## src/rtl/axi4l_regbank_if.sv

```systemverilog
// AXI4-Lite signal bundle between an interconnect master and the register-bank slave.
// Widths are set by the instantiating parent and must match the slave's parameters.
interface axi4l_regbank_if #(
  parameter int ADDR_WIDTH = 12,
  parameter int DATA_WIDTH = 32
);
  logic [ADDR_WIDTH-1:0]   awaddr;
  logic [2:0]              awprot;
  logic                    awvalid;
  logic                    awready;
  logic [DATA_WIDTH-1:0]   wdata;
  logic [DATA_WIDTH/8-1:0] wstrb;
  logic                    wvalid;
  logic                    wready;
  logic [1:0]              bresp;
  logic                    bvalid;
  logic                    bready;
  logic [ADDR_WIDTH-1:0]   araddr;
  logic [2:0]              arprot;
  logic                    arvalid;
  logic                    arready;
  logic [DATA_WIDTH-1:0]   rdata;
  logic [1:0]              rresp;
  logic                    rvalid;
  logic                    rready;

  modport master (
    output awaddr, awprot, awvalid, input awready,
    output wdata, wstrb, wvalid, input wready,
    input bresp, bvalid, output bready,
    output araddr, arprot, arvalid, input arready,
    input rdata, rresp, rvalid, output rready
  );

  modport slave (
    input awaddr, awprot, awvalid, output awready,
    input wdata, wstrb, wvalid, output wready,
    output bresp, bvalid, input bready,
    input araddr, arprot, arvalid, output arready,
    output rdata, rresp, rvalid, input rready
  );
endinterface

```

## src/rtl/axi4l_regbank.sv

```systemverilog
// Parametrised AXI4-Lite register bank: per-register RW control, RO status or W1C sticky
// events, with per-register write/read strobes to the fabric.
module axi4l_regbank #(
  parameter int C_DATA_WIDTH = 32,
  parameter int C_ADDR_WIDTH = 12,
  parameter int C_NUM_REGS   = 8,
  parameter logic [C_NUM_REGS-1:0] C_RO_MASK  = '0,
  parameter logic [C_NUM_REGS-1:0] C_W1C_MASK = '0,
  parameter logic [C_NUM_REGS*C_DATA_WIDTH-1:0] C_RESET_VALUE = '0
) (
  input  logic                               aclk,
  input  logic                               areset,
  axi4l_regbank_if.slave                     s_axi,
  output logic [C_NUM_REGS*C_DATA_WIDTH-1:0] reg_out,
  input  logic [C_NUM_REGS*C_DATA_WIDTH-1:0] reg_in,
  input  logic [C_NUM_REGS*C_DATA_WIDTH-1:0] evt_set,
  output logic [C_NUM_REGS-1:0]              reg_wr_pulse,
  output logic [C_NUM_REGS-1:0]              reg_rd_pulse,
  output logic [2:0]                         dbg_wr_state,
  output logic [1:0]                         dbg_rd_state
);
  localparam int DW  = C_DATA_WIDTH;
  localparam int SW  = C_DATA_WIDTH / 8;
  localparam int LSB = $clog2(SW);
  localparam int IW  = C_ADDR_WIDTH - LSB;
  localparam logic [IW:0] NUM_REGS_EXT = (IW+1)'(C_NUM_REGS);

  localparam logic [1:0] RESP_OKAY   = 2'b00;
  localparam logic [1:0] RESP_SLVERR = 2'b10;
  localparam logic [1:0] RESP_DECERR = 2'b11;

  typedef enum logic [2:0] {WR_RST, WR_IDLE, WR_ADDR, WR_DATA, WR_RESP} wr_state_t;
  typedef enum logic [1:0] {RD_RST, RD_IDLE, RD_DATA} rd_state_t;

  wr_state_t wr_state;
  rd_state_t rd_state;

  logic [DW-1:0] regs [C_NUM_REGS];

  // Channel beat that arrived first, held until its partner shows up.
  logic [IW-1:0] aw_idx_q;
  logic [DW-1:0] wdata_q;
  logic [SW-1:0] wstrb_q;

  // Handshake rule on every channel: a beat transfers on a rising aclk edge where both
  // valid and ready are high; a source holds valid and payload stable until that edge,
  // and all ready/valid outputs here are registered.
  logic aw_hs, w_hs, ar_hs;
  assign aw_hs = s_axi.awvalid & s_axi.awready;
  assign w_hs  = s_axi.wvalid  & s_axi.wready;
  assign ar_hs = s_axi.arvalid & s_axi.arready;

  logic [IW-1:0] aw_idx_bus, ar_idx_bus;
  assign aw_idx_bus = s_axi.awaddr[C_ADDR_WIDTH-1:LSB];
  assign ar_idx_bus = s_axi.araddr[C_ADDR_WIDTH-1:LSB];

  logic unused_bits;
  assign unused_bits = ^{s_axi.awprot, s_axi.arprot,
                         s_axi.awaddr[LSB-1:0], s_axi.araddr[LSB-1:0]};

  // Write commit selection: which address and data source depends on arrival order.
  logic                  wr_commit;
  logic [IW-1:0]         wr_idx;
  logic [DW-1:0]         wr_data;
  logic [SW-1:0]         wr_strb;
  logic [DW-1:0]         wr_mask;
  logic                  wr_in_range;
  logic [C_NUM_REGS-1:0] wr_onehot;
  logic [C_NUM_REGS-1:0] wr_sel;
  logic [1:0]            wr_resp;

  always_comb begin
    wr_commit = 1'b0;
    wr_idx    = aw_idx_bus;
    wr_data   = s_axi.wdata;
    wr_strb   = s_axi.wstrb;
    case (wr_state)
      WR_IDLE: wr_commit = aw_hs & w_hs;
      WR_ADDR: begin
        wr_commit = w_hs;
        wr_idx    = aw_idx_q;
      end
      WR_DATA: begin
        wr_commit = aw_hs;
        wr_data   = wdata_q;
        wr_strb   = wstrb_q;
      end
      default: wr_commit = 1'b0;
    endcase
  end

  always_comb begin
    wr_mask = '0;
    for (int b = 0; b < SW; b++) wr_mask[b*8 +: 8] = {8{wr_strb[b]}};
  end

  always_comb begin
    wr_in_range = ({1'b0, wr_idx} < NUM_REGS_EXT);
    wr_onehot   = '0;
    for (int i = 0; i < C_NUM_REGS; i++) wr_onehot[i] = (wr_idx == IW'(i));
    wr_sel  = wr_onehot & {C_NUM_REGS{wr_commit}};
    wr_resp = RESP_OKAY;
    if (!wr_in_range)                 wr_resp = RESP_DECERR;
    else if (|(wr_onehot & C_RO_MASK)) wr_resp = RESP_SLVERR;
  end

  // Read path mux; out-of-range indices match no register and read as zero.
  logic                  rd_in_range;
  logic [C_NUM_REGS-1:0] rd_sel;
  logic [DW-1:0]         rd_value;

  always_comb begin
    rd_in_range = ({1'b0, ar_idx_bus} < NUM_REGS_EXT);
    rd_sel      = '0;
    rd_value    = '0;
    for (int i = 0; i < C_NUM_REGS; i++) begin
      if (ar_idx_bus == IW'(i)) begin
        rd_sel[i] = 1'b1;
        rd_value  = C_RO_MASK[i] ? reg_in[i*DW +: DW] : regs[i];
      end
    end
  end

  // Register storage. W1C bits: a set pulse wins over a same-cycle clear.
  always_ff @(posedge aclk) begin
    for (int i = 0; i < C_NUM_REGS; i++) begin
      if (areset) begin
        regs[i] <= (C_RO_MASK[i] | C_W1C_MASK[i]) ? '0 : C_RESET_VALUE[i*DW +: DW];
      end else if (C_W1C_MASK[i]) begin
        regs[i] <= (regs[i] & ~({DW{wr_sel[i]}} & wr_data & wr_mask)) | evt_set[i*DW +: DW];
      end else if (!C_RO_MASK[i] && wr_sel[i]) begin
        regs[i] <= (regs[i] & ~wr_mask) | (wr_data & wr_mask);
      end
    end
  end

  always_comb begin
    reg_out = '0;
    for (int i = 0; i < C_NUM_REGS; i++)
      reg_out[i*DW +: DW] = C_RO_MASK[i] ? reg_in[i*DW +: DW] : regs[i];
  end

  // Write FSM; readies rise one cycle after entering IDLE from reset.
  always_ff @(posedge aclk) begin
    if (areset) begin
      wr_state       <= WR_RST;
      s_axi.awready  <= 1'b0;
      s_axi.wready   <= 1'b0;
      s_axi.bvalid   <= 1'b0;
      s_axi.bresp    <= RESP_OKAY;
      aw_idx_q       <= '0;
      wdata_q        <= '0;
      wstrb_q        <= '0;
      reg_wr_pulse   <= '0;
    end else begin
      reg_wr_pulse <= '0;
      if (wr_commit) begin
        wr_state      <= WR_RESP;
        s_axi.awready <= 1'b0;
        s_axi.wready  <= 1'b0;
        s_axi.bvalid  <= 1'b1;
        s_axi.bresp   <= wr_resp;
        reg_wr_pulse  <= wr_sel & ~C_RO_MASK;
      end else begin
        case (wr_state)
          WR_RST: wr_state <= WR_IDLE;
          WR_IDLE: begin
            if (aw_hs) begin
              wr_state      <= WR_ADDR;
              aw_idx_q      <= aw_idx_bus;
              s_axi.awready <= 1'b0;
              s_axi.wready  <= 1'b1;
            end else if (w_hs) begin
              wr_state      <= WR_DATA;
              wdata_q       <= s_axi.wdata;
              wstrb_q       <= s_axi.wstrb;
              s_axi.awready <= 1'b1;
              s_axi.wready  <= 1'b0;
            end else begin
              s_axi.awready <= 1'b1;
              s_axi.wready  <= 1'b1;
            end
          end
          WR_ADDR, WR_DATA: wr_state <= wr_state;
          WR_RESP: begin
            if (s_axi.bready) begin
              wr_state      <= WR_IDLE;
              s_axi.bvalid  <= 1'b0;
              s_axi.awready <= 1'b1;
              s_axi.wready  <= 1'b1;
            end
          end
          default: wr_state <= WR_RST;
        endcase
      end
    end
  end

  // Read FSM; data and response are captured at acceptance and held until rready.
  always_ff @(posedge aclk) begin
    if (areset) begin
      rd_state      <= RD_RST;
      s_axi.arready <= 1'b0;
      s_axi.rvalid  <= 1'b0;
      s_axi.rdata   <= '0;
      s_axi.rresp   <= RESP_OKAY;
      reg_rd_pulse  <= '0;
    end else begin
      reg_rd_pulse <= '0;
      case (rd_state)
        RD_RST: rd_state <= RD_IDLE;
        RD_IDLE: begin
          if (ar_hs) begin
            rd_state      <= RD_DATA;
            s_axi.arready <= 1'b0;
            s_axi.rvalid  <= 1'b1;
            s_axi.rdata   <= rd_value;
            s_axi.rresp   <= rd_in_range ? RESP_OKAY : RESP_DECERR;
            reg_rd_pulse  <= rd_sel;
          end else begin
            s_axi.arready <= 1'b1;
          end
        end
        RD_DATA: begin
          if (s_axi.rready) begin
            rd_state      <= RD_IDLE;
            s_axi.rvalid  <= 1'b0;
            s_axi.arready <= 1'b1;
          end
        end
        default: rd_state <= RD_RST;
      endcase
    end
  end

  assign dbg_wr_state = wr_state;
  assign dbg_rd_state = rd_state;
endmodule

```

## src/flat_wrapper.sv

```systemverilog
// flat-port wrapper written by rule: the top's interface ports become plain ports
module axi4l_regbank_flat 
#(
  parameter int C_DATA_WIDTH = 32,
  parameter int C_ADDR_WIDTH = 12,
  parameter int C_NUM_REGS   = 8,
  parameter logic [C_NUM_REGS-1:0] C_RO_MASK  = '0,
  parameter logic [C_NUM_REGS-1:0] C_W1C_MASK = '0,
  parameter logic [C_NUM_REGS*C_DATA_WIDTH-1:0] C_RESET_VALUE = '0
)
  (aclk, areset, reg_out, reg_in, evt_set, reg_wr_pulse, reg_rd_pulse, dbg_wr_state, dbg_rd_state, s_axi_awaddr, s_axi_awprot, s_axi_awvalid, s_axi_awready, s_axi_wdata, s_axi_wstrb, s_axi_wvalid, s_axi_wready, s_axi_bresp, s_axi_bvalid, s_axi_bready, s_axi_araddr, s_axi_arprot, s_axi_arvalid, s_axi_arready, s_axi_rdata, s_axi_rresp, s_axi_rvalid, s_axi_rready);
  axi4l_regbank_if #(.ADDR_WIDTH((12)), .DATA_WIDTH((32))) s_axi_i ();
  input  logic aclk;
  input  logic areset;
  output logic [C_NUM_REGS*C_DATA_WIDTH-1:0] reg_out;
  input  logic [C_NUM_REGS*C_DATA_WIDTH-1:0] reg_in;
  input  logic [C_NUM_REGS*C_DATA_WIDTH-1:0] evt_set;
  output logic [C_NUM_REGS-1:0] reg_wr_pulse;
  output logic [C_NUM_REGS-1:0] reg_rd_pulse;
  output logic [2:0] dbg_wr_state;
  output logic [1:0] dbg_rd_state;
  input wire logic [$bits(s_axi_i.awaddr)-1:0] s_axi_awaddr;
  input wire logic [$bits(s_axi_i.awprot)-1:0] s_axi_awprot;
  input wire logic [$bits(s_axi_i.awvalid)-1:0] s_axi_awvalid;
  output wire logic [$bits(s_axi_i.awready)-1:0] s_axi_awready;
  input wire logic [$bits(s_axi_i.wdata)-1:0] s_axi_wdata;
  input wire logic [$bits(s_axi_i.wstrb)-1:0] s_axi_wstrb;
  input wire logic [$bits(s_axi_i.wvalid)-1:0] s_axi_wvalid;
  output wire logic [$bits(s_axi_i.wready)-1:0] s_axi_wready;
  output wire logic [$bits(s_axi_i.bresp)-1:0] s_axi_bresp;
  output wire logic [$bits(s_axi_i.bvalid)-1:0] s_axi_bvalid;
  input wire logic [$bits(s_axi_i.bready)-1:0] s_axi_bready;
  input wire logic [$bits(s_axi_i.araddr)-1:0] s_axi_araddr;
  input wire logic [$bits(s_axi_i.arprot)-1:0] s_axi_arprot;
  input wire logic [$bits(s_axi_i.arvalid)-1:0] s_axi_arvalid;
  output wire logic [$bits(s_axi_i.arready)-1:0] s_axi_arready;
  output wire logic [$bits(s_axi_i.rdata)-1:0] s_axi_rdata;
  output wire logic [$bits(s_axi_i.rresp)-1:0] s_axi_rresp;
  output wire logic [$bits(s_axi_i.rvalid)-1:0] s_axi_rvalid;
  input wire logic [$bits(s_axi_i.rready)-1:0] s_axi_rready;
  assign s_axi_i.awaddr = s_axi_awaddr;
  assign s_axi_i.awprot = s_axi_awprot;
  assign s_axi_i.awvalid = s_axi_awvalid;
  assign s_axi_awready = s_axi_i.awready;
  assign s_axi_i.wdata = s_axi_wdata;
  assign s_axi_i.wstrb = s_axi_wstrb;
  assign s_axi_i.wvalid = s_axi_wvalid;
  assign s_axi_wready = s_axi_i.wready;
  assign s_axi_bresp = s_axi_i.bresp;
  assign s_axi_bvalid = s_axi_i.bvalid;
  assign s_axi_i.bready = s_axi_bready;
  assign s_axi_i.araddr = s_axi_araddr;
  assign s_axi_i.arprot = s_axi_arprot;
  assign s_axi_i.arvalid = s_axi_arvalid;
  assign s_axi_arready = s_axi_i.arready;
  assign s_axi_rdata = s_axi_i.rdata;
  assign s_axi_rresp = s_axi_i.rresp;
  assign s_axi_rvalid = s_axi_i.rvalid;
  assign s_axi_i.rready = s_axi_rready;
  axi4l_regbank #(.C_DATA_WIDTH(C_DATA_WIDTH), .C_ADDR_WIDTH(C_ADDR_WIDTH), .C_NUM_REGS(C_NUM_REGS), .C_RO_MASK(C_RO_MASK), .C_W1C_MASK(C_W1C_MASK), .C_RESET_VALUE(C_RESET_VALUE)) u_core (.aclk(aclk), .areset(areset), .s_axi(s_axi_i), .reg_out(reg_out), .reg_in(reg_in), .evt_set(evt_set), .reg_wr_pulse(reg_wr_pulse), .reg_rd_pulse(reg_rd_pulse), .dbg_wr_state(dbg_wr_state), .dbg_rd_state(dbg_rd_state));
endmodule
```

## config.mk

```make
export PLATFORM = sky130hd
export DESIGN_NAME = axi4l_regbank_flat
export DESIGN_NICKNAME = d
export VERILOG_FILES = /design/src/rtl/axi4l_regbank_if.sv /design/src/rtl/axi4l_regbank.sv /design/src/flat_wrapper.sv
export SDC_FILE = /design/constraint.sdc
export NUM_CORES = 1
export LEC_CHECK = 0
export BUFFER_PORTS_ARGS = -buffer_cell sky130_fd_sc_hd__buf_2
export CAP_MARGIN = 20
export CORE_AREA = 2 2 350 352
export DETAILED_ROUTE_END_ITERATION = 16
export DIE_AREA = 0 0 352 354
export PLACE_DENSITY = 0.45
export SLEW_MARGIN = 20
export SYNTH_ARGS = -nofsm -noshare
export SYNTH_HDL_FRONTEND = slang
export SYNTH_SLANG_ARGS = --single-unit
```

## constraint.sdc

```tcl
create_clock -name aclk -period 4 [get_ports aclk]
set_clock_uncertainty 0.15 [all_clocks]
set_input_delay 0.2 -clock aclk [delete_from_list [all_inputs] [get_ports aclk]]
set_output_delay 0.2 -clock aclk [all_outputs]
set_load 0.01 [all_outputs]
```

=== Word-level counts from Yosys, hierarchy flattened ===
Memory sizes are Yosys's and may differ from the RTL's.
Index checks and enable logic that the tools add are counted.

* Flip-flop bits (word level): 108
* Bits in writable memories: 256
* Output and inout port bits: 318
* Logic and storage cells: 183
* Memories: 1

* $lt $le $gt $ge: 2
* Equal/unequal tests: 27
* Multiplexer cells: 79
* Bitwise gates (word level): 36
* Reduce and logical (&&, ||, !) cells: 22

{| class="wikitable"
|+ Memories
! memory !! depth !! width !! rd ports !! clocked after memory_dff !! wr ports !! RTL line !! text
|-
| u_core.regs || 8 || 32 || 8 || 0 || 8 || axi4l_regbank.sv:38 || <nowiki>logic [DW-1:0] regs [C_NUM_REGS];</nowiki>
|}

{| class="wikitable"
|+ Operator list
! cell !! count
|-
| 2-to-1 mux 32 bit || 17
|-
| AND 32 bit || 9
|-
| OR 32 bit || 8
|-
| equality test 10 x 3 -> 1 bit (second input constant) || 8
|-
| 2-to-1 mux 1 bit || 45
|-
| equality test 10 x 2 -> 1 bit (second input constant) || 4
|-
| NOT 32 bit || 1
|-
| equality test 10 x 1 -> 1 bit (second input constant) || 2
|-
| zero test 10 bit || 2
|-
| less-than comparator 10 x 4 -> 1 bit (second input constant) || 2
|-
| 2-to-1 mux 3 bit || 4
|-
| case mux 3 bit (4 select lines) || 1
|-
| AND reduction 3 bit || 4
|-
| 2-to-1 mux 10 bit || 1
|-
| AND reduction 2 bit || 5
|-
| AND 8 bit || 1
|-
| 2-to-1 mux 2 bit || 4
|-
| OR 1 bit || 8
|-
| case mux 1 bit (2 select lines) || 4
|-
| nonzero test 2 bit || 4
|-
| equality test 3 x 2 -> 1 bit (second input constant) || 2
|-
| case mux 2 bit (3 select lines) || 1
|-
| OR reduction 2 bit || 3
|-
| NOT 1 bit || 5
|-
| other kinds (16) || 21
|}

=== Logic depth before layout (Yosys ltp) ===
* Depth after elaboration: 9
* Gate-level depth with buffers: 9

=== Least setup slack after synthesis ===
No wires, ideal clock.

* Kind: register to register
* Start point: register u_core.wr_state[0], in the netlist u_core.dbg_wr_state[0]
* End point: memory u_core.regs[1][100] in the netlist's numbering, enable pin
* Setup time: 388 ps
* Arrival: 2,318 ps
* Data required time: 3,462 ps
* Path slack: 1,144 ps
* Stages on the path, launching flop included: 7
* Path buffers: 1
* Clock period less this slack: 2,856 ps
* Path through: dfxtp_1 > buf_2 > nand3_1 > nor2_1 > o21ai_1 > nor2_1 > a21o_1

{| class="wikitable"
|+ RTL lines
! what !! RTL line !! text
|-
| start: declaration || axi4l_regbank.sv:35 || <nowiki>wr_state_t wr_state;</nowiki>
|-
| start signal: assignment || axi4l_regbank.sv:184 || <nowiki>WR_ADDR, WR_DATA: wr_state <= wr_state;</nowiki>
|-
| end: declaration || axi4l_regbank.sv:38 ||
|}

==> flow_metrics.tcl <==
set metrics [dict create \
    status "finished clean" \
    placed_cells 3375 \
    worst_pin_slew_ns 1.09 \
    first_global_vias 14700 \
    layout_common_cells "377 x buf_2, 257 x o211a_1, 256 x edfxtp_1" \
    synth.area.top_cells "edfxtp_1 44%, o211a_1 15%, dfxtp_1 12%" \
    rsz0062_at_grt "no" \
    clockRootBuffer "clkbuf_16" \
    synth-simple-area-share_pct 8.89 \
    path_clk_slew_ns 0.06 \
    crit_fanout 36 \
    p_switching_mw 2.71 \
    syn_area_um2 17400 \
    setup-tns-final_ns 0 \
    track_usage_pct 14.5 \
    holdBufCountCts 61 \
    grt_pass1_wl_um 128000 \
    drc 0 \
    netlist.area_leader.share_pct 44.3 \
    synth_seq_cells 362 \
    synth_compound_gate_area_share_pct 25.2 \
    syn_nets 2028 \
    insertion_delay_ns 0.61 \
    fin_crit_sh_pct 86.7 \
    synth-main-ff-cell "edfxtp_1" \
    synth_top_area_cell "edfxtp_1" \
    io_pins 903 \
    min_path_type "in -> reg" \
    nNetsFinal 2447 \
    period_minus_slack_ns 3.47 \
    start_kind "register" \
    synth_edf_count 256 \
    dr.pass1.iters 5 \
    drt_iter0_markers 1393 \
    synth_fa_ha_area_share_pct 0 \
    routed_wl_um 94200 \
    synth_mux_area_share_pct 5.02 \
    crit_type "reg -> reg" \
    worst_slack_ns 0.532 \
    ant_nets 0 \
    cts-buffers-inserted 49 \
    grt_overflow 0 \
    synthCells 1443 \
    syn_avg_cell_area_um2 12.0 \
    place_area_um2 21300 \
    cp.required_ns 4.21 \
    final_common_cell "buf_2" \
    slew_viol_final 0 \
    rows 128 \
    max_freq_ghz 0.288 \
    p_per_area_nw_per_um2 414 \
    vias_per_cell 4.27 \
    p_seq_share_pct 43.5 \
    swShare_pct 27.8 \
    antenna_found_initial 33 \
    core_um2 121000 \
    grt_max_degree 60 \
    p_total_mw 9.74 \
    synthDistinctLibCells 56 \
    setup_viol 0 \
    place_congestion 0.768 \
    drv_cap 0 \
    fillCellCount 13300 \
    slew_headroom_pct 27.1 \
    die_area_um2 125000 \
    cts.sinks 362 \
    synth-xor-area-share_pct 0.0504 \
    final_hold_viol_count 0 \
    drive_gt1_share_pct 31.3 \
    cts_resized 0 \
    start_util_pct 14.4 \
    async_flop_share_pct 0 \
    dp_hpwl_um 66100 \
    yosysWarningCount 0 \
    synth_top_family_by_area "compound AO/OA/AOI/OAI gates" \
    ir_drop_mv 0.263 \
    fin_cells 3538 \
    clk_path_buf_depth 3 \
    portBuffers 380 \
    internal-power_mw 7.03 \
    syn_to_final_growth_pct 35.4 \
    routedWlPerCell_um 26.6 \
    clkPwrFrac_pct 45.6 \
    htreeDepth 2 \
    pwr-share-comb_pct 10.8 \
    leakage_nw 11.7 \
    dieHeight_um 354 \
    yosysSeqAreaShare_pct 56.5 \
    die_x_um 352 \
    fin_area_um2 23500 \
    post_cts_buffers 0 \
    cp_data_arrival_time_ns 3.68 \
    cts_tree "yes" \
    endpoint_kind "register" \
    via_count 15100 \
    pre_cts_slack_ns 0.507 \
]
==> synthesized netlist by cell type, types with 8 or more instances <==
cell / count
o211a_1: 257
edfxtp_1: 256
nand2_1: 176
a21oi_1: 106
dfxtp_1: 106
clkbuf_1: 76
nor2_1: 71
mux2i_1: 42
nand3_1: 38
mux2_2: 37
a22oi_1: 31
o22ai_1: 29
a211o_1: 28
a22o_1: 28
buf_6: 26
buf_2: 17
buf_1: 11
o21ai_0: 10
a21o_1: 8
nor2_4: 8
nor3_1: 8
==> worst max-delay path: stages, from the launching register on <==
cell,delay (ns)
dfxtp_1,0.54
inv_2,0.14
nand3_2,0.08
buf_4,0.50
mux2_2,0.84
nand3_1,0.61
o211a_1,0.31
==> registers in the layout (all words and copies together) (netlist names), 2 cells and up <==
signal and count:
u_core.aw_idx_q 10, u_core.dbg_rd_state 2, u_core.reg_rd_pulse 8, u_core.reg_wr_pulse 8
u_core.dbg_wr_state 3, u_core.s_axi.rdata 32, u_core.wdata_q 32, u_core.wstrb_q 4
u_core.regs 256
==> final cells by class <==
type	count	area [µm²]	share of cell area [%]
sequential	362	9810	41.7
multi-input combinational	942	6860	29.2
timing repair buffer	501	3170	13.5
tap	1625	2030	8.64
clock buffer	72	1430	6.06
clock inverter	18	168	0.713
antenna	12	30.0	0.128
inverter	6	22.5	0.0958
==> metrics by stage <==
stage,hold slack [ns],util (%)
floorplan,0.186,-
global placement,0.291,17.6
detailed placement,0.297,17.6
CTS,0.0544,19.4
global route,0.121,19.4
finish,0.114,19.5
==> per-layer routing <==
| metal | vias up | share of wire, % | global-route usage, % |
|---|---|---|---|
| li1 | 6472 | - | - |
| met3 | 123 | 9.1 | 4.46 |
| met2 | 694 | 44 | 22.4 |
| met4 | 12 | 2.5 | 4.09 |
| met5 | - | 0.074 | 0 |
| met1 | 7796 | 44 | 19.5 |
==> cell families after synthesis <==
family | count (synthesis)
XOR/XNOR | 1
buffers and inverters | 139
AND/OR/NAND/NOR | 340
AO/OA/AOI/OAI | 520
multiplexers | 81
flip-flops | 362
==> power by group through the flow <==
stage               Combinational [mW]  Clock (mW)  Sequential (mW)
CTS                               1.07        4.55             4.24
floorplan                        0.435           0             4.33
detailed placement                1.01           0             4.32
global placement                  1.01           0             4.31
finish                            1.05        4.44             4.24
global route                      1.12        4.67             4.26
==> final timing paths <==
path / cells past startpoint / slack [ns] / endpoint / startpoint
worst max-delay path: 6 / 0.53 / u_core.regs[0][93] / u_core.dbg_wr_state[2]
worst min-delay path: 5 / 0.11 / u_core.s_axi.rdata[31] / s_axi_araddr[11]
worst max register to register: 6 / 0.53 / u_core.regs[0][93] / u_core.dbg_wr_state[2]
worst min register to register: 2 / 0.30 / u_core.wdata_q[18] / u_core.wdata_q[18]
(Power assumes the default switching activity.)
